## config.mk

```make
export PLATFORM = sky130hd
export DESIGN_NAME = sea_byte_link
export DESIGN_NICKNAME = d
export VERILOG_FILES = /design/src/rtl/sea_link_pkg.sv /design/src/rtl/sea_byte_ser.sv /design/src/rtl/sea_byte_link.sv
export SDC_FILE = /design/constraint.sdc
export NUM_CORES = 1
export LEC_CHECK = 0
export ABC_AREA = 1
export CAP_MARGIN = 40
export CELL_PAD_IN_SITES_DETAIL_PLACEMENT = 0
export CELL_PAD_IN_SITES_GLOBAL_PLACEMENT = 1
export CORE_MARGIN = 5
export CORE_UTILIZATION = 31
export DETAILED_ROUTE_END_ITERATION = 10
export HOLD_SLACK_MARGIN = 0.02
export PLACE_DENSITY = 0.85
export SYNTH_ARGS = -nofsm -noshare
export SYNTH_HDL_FRONTEND = slang
export SYNTH_HIERARCHICAL = 1
export SYNTH_SLANG_ARGS = --single-unit
```

## constraint.sdc

```tcl
create_clock -name clk -period 1.7 [get_ports clk]
set_clock_uncertainty 0.1 [all_clocks]
set_input_delay 0.425 -clock clk [delete_from_list [all_inputs] [get_ports clk]]
set_output_delay 0.425 -clock clk [all_outputs]
set_load 0.05 [all_outputs]
```

## src/rtl/sea_link_pkg.sv

```systemverilog
// Shared types and sizes for the SEA byte-serial link and its output serializer.
package sea_link_pkg;

   typedef enum logic [1:0] {
      LOAD   = 2'd0,
      SETTLE = 2'd1,
      SEND   = 2'd2
   } link_state_t;

   localparam int HALF_W         = 48;
   localparam int BYTES_PER_HALF = 6;
   localparam int IN_BYTES       = 18;
   localparam int OUT_BYTES      = 12;

   localparam int IN_CNT_W  = 5;
   localparam int OUT_CNT_W = 4;
   localparam int SET_CNT_W = 4;

   localparam int LOAD_W = IN_BYTES * 8;
   localparam int RES_W  = 2 * HALF_W;

endpackage

```

## src/rtl/sea_byte_ser.sv

```systemverilog
// 96-bit parallel-load result register streamed out MSB byte first over valid/ready.
module sea_byte_ser
   import sea_link_pkg::*;
(
   input  logic             clk,
   input  logic             rst,
   input  logic             load,
   input  logic [RES_W-1:0] load_data,
   input  logic             out_ready,
   output logic [7:0]       out_data,
   output logic             out_valid,
   output logic             last
);

   logic [RES_W-1:0]     out_reg;
   logic [OUT_CNT_W-1:0] out_cnt;
   logic                 take;

   assign take     = out_valid & out_ready;
   assign last     = take && (out_cnt == OUT_CNT_W'(OUT_BYTES - 1));
   assign out_data = out_reg[RES_W-1 -: 8];

   // out_reg only moves on a handshake, so out_data holds under back-pressure.
   always_ff @(posedge clk) begin
      if (rst) begin
         out_reg   <= '0;
         out_cnt   <= '0;
         out_valid <= 1'b0;
      end else if (load) begin
         out_reg   <= load_data;
         out_cnt   <= '0;
         out_valid <= 1'b1;
      end else if (take) begin
         out_reg <= {out_reg[RES_W-9:0], 8'h00};
         if (last) begin
            out_cnt   <= '0;
            out_valid <= 1'b0;
         end else begin
            out_cnt <= out_cnt + OUT_CNT_W'(1);
         end
      end
   end

endmodule

```

## src/rtl/sea_byte_link.sv

```systemverilog
// Byte-serial front end for the SEA cipher core: 18-byte operand load, settle, 12-byte result stream.
module sea_byte_link
   import sea_link_pkg::*;
#(
   parameter int SETTLE_CYCLES = 2
) (
   input  logic              clk,
   input  logic              rst,
   input  logic [7:0]        in_data,
   input  logic              in_valid,
   output logic              in_ready,
   output logic [7:0]        out_data,
   output logic              out_valid,
   input  logic              out_ready,
   output logic [HALF_W-1:0] li,
   output logic [HALF_W-1:0] ri,
   output logic [HALF_W-1:0] ki,
   input  logic [HALF_W-1:0] lio,
   input  logic [HALF_W-1:0] rio,
   output logic              busy
);

   link_state_t          state;
   link_state_t          next_state;
   logic [LOAD_W-1:0]    load_reg;
   logic [IN_CNT_W-1:0]  in_cnt;
   logic [SET_CNT_W-1:0] set_cnt;
   logic                 in_take;
   logic                 in_last;
   logic                 settle_done;
   logic                 send_last;

   assign in_take     = in_valid & in_ready;
   assign in_last     = in_take && (in_cnt == IN_CNT_W'(IN_BYTES - 1));
   assign settle_done = (state == SETTLE) && (set_cnt == SET_CNT_W'(SETTLE_CYCLES - 1));

   always_ff @(posedge clk) begin
      if (rst) state <= LOAD;
      else     state <= next_state;
   end

   always_comb begin
      next_state = state;
      case (state)
         LOAD:    if (in_last)     next_state = SETTLE;
         SETTLE:  if (settle_done) next_state = SEND;
         SEND:    if (send_last)   next_state = LOAD;
         default: next_state = LOAD;
      endcase
   end

   always_comb begin
      in_ready = (state == LOAD);
      busy     = (state != LOAD);
   end

   // The load register only shifts in LOAD, which keeps the core operands frozen while settling.
   always_ff @(posedge clk) begin
      if (rst) begin
         load_reg <= '0;
         in_cnt   <= '0;
         set_cnt  <= '0;
      end else begin
         if (in_take) begin
            load_reg <= {load_reg[LOAD_W-9:0], in_data};
            in_cnt   <= in_last ? '0 : in_cnt + IN_CNT_W'(1);
         end
         if (state == SETTLE) begin
            set_cnt <= settle_done ? '0 : set_cnt + SET_CNT_W'(1);
         end
      end
   end

   assign li = load_reg[LOAD_W-1 -: HALF_W];
   assign ri = load_reg[LOAD_W-HALF_W-1 -: HALF_W];
   assign ki = load_reg[HALF_W-1:0];

   sea_byte_ser u_ser (
      .clk       (clk),
      .rst       (rst),
      .load      (settle_done),
      .load_data ({lio, rio}),
      .out_ready (out_ready),
      .out_data  (out_data),
      .out_valid (out_valid),
      .last      (send_last)
   );

endmodule

```

### Word level (Yosys, flattened, before mapping)

Index checks and enable logic that the tools add are counted.
Widths: inputs -> output; s select.

| cells by class | value |
|---|---|
| $add $sub $neg | 3 |
| eq/ne operators | 8 |
| mux-type cells | 12 |
| bitwise logic cells | 2 |
| reductions and logical operators | 10 |

Operators by type and width:

| cell | count |
|---|---|
| $mux 96 | 2 |
| $add 4x1->4 const B | 2 |
| $mux 4 | 2 |
| $mux 2 | 3 |
| $pmux 2 s3 | 1 |
| $reduce_bool 2->1 | 3 |
| $add 5x1->5 const B | 1 |
| $eq 5x5->1 const B | 1 |
| $mux 5 | 1 |
| $eq 4x1->1 const B | 1 |
| $eq 4x4->1 const B | 1 |
| $ne 2x2->1 const B | 2 |
| $logic_and 1x1->1 | 3 |
| $mux 1 | 3 |
| $reduce_and 3->1 | 1 |
| $and 1x1->1 | 2 |
| $eq 2x1->1 const B | 1 |
| $eq 2x2->1 const B | 1 |
| $logic_not 2->1 | 1 |
| $ne 2x1->1 const B | 1 |
| $reduce_and 2->1 | 1 |
| $reduce_or 2->1 | 1 |

| storage, ports and cells | value |
|---|---|
| register bits | 256 |
| input bits | 108 |
| output and inout port bits | 155 |
| word-level logic and storage cells | 42 |

### Depth between registers and ports, before layout

| depth | value |
|---|---|
| word-level depth | 5 |
| depth in mapped cells | 13 |
| depth with buffers taken out | 10 |

### Modules after synthesis

Netlist, hierarchy kept.

By module, submodules not included:

| module | instances | cells each | area each (um^2) | seq. area each (um^2) |
|---|---|---|---|---|
| sea_byte_link | 1 | 699 | 5,547.8 | 3,103.0 |
| sea_byte_ser | 1 | 745 | 4,755.8 | 2,021.9 |

### Least setup slack after synthesis

No wires, ideal clock.

| timing path | value |
|---|---|
| kind | register -> register |
| start | register state[0] |
| end | register u_ser.out_reg[37] |
| setup time | 0.132 ns |
| data arrival time | 1.448 ns |
| required time | 1.468 ns |
| path slack | 0.019 ns |
| stages on the path, launching flop included | 13 |
| path buffers | 3 |
| period minus slack after synthesis | 1.681 ns |
| path through | dfxtp_1 -> nand2_1 -> inv_1 -> nand4_1 -> inv_1 -> buf_6 -> inv_6 -> nand2_8 -> clkinv_2 -> buf_6 -> buf_6 -> nand2_1 -> a21oi_1 |

| between the ends | value |
|---|---|
| cells in the longest elaborated chain, start to end | 3 |
| elaborated cells on any way between the ends | 4 |
| classes of those cells | eq/ne: 1; mux: 1; reduce/logical: 2 |

RTL lines:

| item | RTL line | RTL |
|---|---|---|
| start: declaration | sea_byte_link.sv:23 | `link_state_t state;` |
| start signal: assignment | sea_byte_link.sv:39 | `else state <= next_state;` |
| $eq 2x1->1 (*) | sea_byte_link.sv:35 | `assign settle_done = (state == SETTLE) && (set_cnt == SET_CNT_W'(SETTLE_CYCLES - 1));` |
| $logic_and 1x1->1 (*) | sea_byte_link.sv:35 |  |
| via settle_done | sea_byte_link.sv:30 | `logic settle_done;` |
| $mux 96 or $reduce_bool 2->1 (tied branches) | -- |  |
| end signal: assignment | sea_byte_ser.sv:30 | `out_reg <= load_data;` |
| end signal: assignment | sea_byte_ser.sv:34 | `out_reg <= {out_reg[RES_W-9:0], 8'h00};` |
| end: declaration | sea_byte_ser.sv:15 | `logic [RES_W-1:0] out_reg;` |

The timed path passes the listed nets; every way through them passes the cells marked *.
A chain may end at the register's enable or synchronous reset.

### Worst setup path in the final report

| timing path | value |
|---|---|
| start | register set_cnt[1] |
| end | register u_ser.out_reg[32] |

| between the ends | value |
|---|---|
| cells in the longest elaborated chain, start to end | 3 |
| elaborated cells on any way between the ends | 4 |
| classes of those cells | eq/ne: 1; mux: 1; reduce/logical: 2 |

RTL lines:

| item | RTL line | RTL |
|---|---|---|
| start: declaration | sea_byte_link.sv:27 | `logic [SET_CNT_W-1:0] set_cnt;` |
| start signal: assignment | sea_byte_link.sv:69 | `set_cnt <= settle_done ? '0 : set_cnt + SET_CNT_W'(1);` |
| $eq 4x1->1 (*) | sea_byte_link.sv:35 |  |
| $logic_and 1x1->1 (*) | sea_byte_link.sv:35 |  |
| via settle_done | sea_byte_link.sv:30 |  |
| $mux 96 or $reduce_bool 2->1 (tied branches) | -- |  |

Marked as above.

==> results_dict.tcl <==
set metrics [dict create \
    outcome "finished, violations left" \
    violations "setup timing" \
    slowest_stage "dfxtp_2" \
    seqPwrFrac 0.421 \
    hold_viol_final 0 \
    crit_fanout 8 \
    wl_mm 36.6 \
    hpwl_mm 22.8 \
    vias 10400 \
    arrival_ns 2.26 \
    fin_cells 2212 \
    cts_hold_buf 0 \
    worst_slack_ns -0.188 \
    rsz0062_at_grt "yes" \
    layout_commonest_cell "nand2_1" \
    fin_crit_ns 1.89 \
    power_uw 15600 \
    numPortBuffers 262 \
    die_h_um 192 \
    min_path_type "in -> reg" \
    largest_reg_flops 144 \
    critPathKind "reg -> reg" \
    htree_num_levels 1 \
    max_slew_margin 0.726 \
    crit_required_ns 2.07 \
    routabilityCongestion 0.806 \
    syn_nets 1557 \
    start_util 0.315 \
    grt_remaining_overflow 0 \
    synth_seq_cells 256 \
    cts_tree "done" \
    ys_warn_count 6 \
    p_int_uw 11400 \
    fmax_mhz 530 \
    cts_buffer_depth 3 \
    antenna_found_initial 4 \
    finish.utilization 0.535 \
    drt_iter0_markers 595 \
    syn_area_um2 10300 \
    ir_drop_v 0.000873 \
    cts_made_buffers 29 \
    path_cells "inv_2 > ha_4 > nand4_1 > inv_2 > buf_6 > inv_8 > nand2_8 > buf_4 > inv_8 > clkbuf_16 > nand2_1 > a21oi_1" \
    core_um2 32700 \
    max_stage_delay_ns 0.34 \
    comb_power_share 0.168 \
    viasPerCell 4.70 \
    drive_gt1_frac 0.257 \
    fp.dieArea_um2 37000 \
    grt_pass1_wl_mm 53.6 \
    io_pins 263 \
    fp.dieW_um 192 \
    synth.distinct_cells 29 \
    yosysSeqAreaShare 0.497 \
    cts_num_sinks 256 \
    dpl_cell_area_um2 15000 \
    diodes 0 \
    start_kind "register" \
    ant_nets 0 \
    nets 1860 \
    final_cell_mix "425 x nand2_1, 310 x nor2_1, 194 x dfxtp_1, 179 x buf_12, 109 x o21ai_0" \
    hold_slack_ns 0.253 \
    area_delta_synth_final_pct 69.8 \
    grt_pass1_vias 10000 \
    dr.pass1.iters 5 \
    synth.avg_cell_area_um2 7.14 \
    clk_latency_ns 0.56 \
    wl_per_cell_um 16.6 \
    clockPowerShare 0.411 \
    grt_max_degree 77 \
    grt_usage 0.180 \
    cap_violations 0 \
    fin_area_um2 17500 \
    tightest_slew_ns 0.411 \
    dp.cells 2105 \
    cts_root_buffer "clkbuf_16" \
    cellPowerDensity_nw_per_um2 891 \
    setup_viol 98 \
    syn_inst 1444 \
    power_leakage_uw 0.00727 \
    p_switching_uw 4200 \
    finalMaxSlewViolations 0 \
    p_sw_frac 0.270 \
    crit_path_end_kind "register" \
    layout_worst_path_cycle_share 1.11 \
    clk_pin_slew_ns 0.06 \
    drc 0 \
    rows 66 \
]
[repair_timing]
item                       4_1_cts  5_1_grt
setup buffers                   19        6
resized for setup               78      119
setup endpoints to repair      125      176
pin swaps                        7       30
cloned                          12       16
[path summary, 6_finish.rpt]
path / slack (ns) / start / endpoint / depth (start not counted)
setup / recovery: -0.19 / set_cnt[1]$_SDFFE_PP0N_ / u_ser/out_reg[32]$_SDFFE_PP0P_ / 12
hold / removal: 0.25 / rst / state[0]$_SDFFE_PP0P_ / 3
hold reg to reg: 0.36 / u_ser/out_reg[5]$_SDFFE_PP0P_ / u_ser/out_reg[5]$_SDFFE_PP0P_ / 2
setup reg to reg: -0.19 / set_cnt[1]$_SDFFE_PP0N_ / u_ser/out_reg[32]$_SDFFE_PP0P_ / 12
[area by class of cell]
type                       count  area [um2]
clock inverter                10         118
tap                          442         553
clock buffer                  44         882
fill                        2922       15200
inverter                      23         129
multi-input combinational   1060        4640
timing repair inverter         2        22.5
timing repair buffer         375        5940
sequential                   256        5200
[synth_stat cells, drive strengths merged]
| master | n | share of area |
|---|---|---|
| nand3b | 1 | 0.00073 |
| buf | 77 | 0.054 |
| xor2 | 4 | 0.0034 |
| clkinv | 1 | 0.00049 |
| ha | 5 | 0.0061 |
| nand4 | 4 | 0.0024 |
| nor3 | 1 | 0.00049 |
| inv | 22 | 0.0085 |
| clkbuf | 28 | 0.011 |
| a21oi | 94 | 0.046 |
| or2 | 1 | 0.00061 |
| o22ai | 1 | 0.00061 |
| nor2 | 319 | 0.12 |
| o21bai | 1 | 0.00073 |
| dfxtp | 256 | 0.50 |
| nand2 | 464 | 0.17 |
| xnor2 | 1 | 0.00085 |
| o21ai | 155 | 0.075 |
| nand3 | 9 | 0.0044 |
[per-layer routing]
layer	wire length [um]	global-route usage
met2	17100	0.292
met3	4530	0.0926
met1	14100	0.210
met4	839	0.0453
met5	57	0
[power by group through the flow]
stage               sequential [uW]  clock [uW]  combinational [uW]
floorplan                      7280           0                 476
global placement               6670           0                2570
detailed placement             6680           0                2590
CTS                            6560        6580                2600
global route                   6600        6830                2760
finish                         6560        6410                2620
[critical path, delay by kind of cell, from the launching register on]
family	cells	cell delay (ns)
DFF	1	0.34
and+or+nand+nor	3	0.28
adders and majority gates	1	0.16
buffers and inverters	7	0.79
AOI/OAI and AO/OA	1	0.14
[logic make-up after synthesis]
| kind of cell | share of synthesized area |
|---|---|
| buffers and inverters | 0.0733 |
| AOI/OAI and AO/OA | 0.122 |
| adders and majority gates | 0.00607 |
| xor gates and xnor gates | 0.00425 |
| DFF | 0.497 |
| and+or+nand+nor | 0.297 |
[stage by stage]
step,setup TNS (ns),worst slack (ns)
after floorplan,0,0.0194
after global placement,-32.92,-0.160
after detailed placement,-35.93,-0.204
after CTS,-3.42,-0.206
after global routing,-18.59,-0.265
final,-12.08,-0.188
Power figures use the tool's default switching activity.
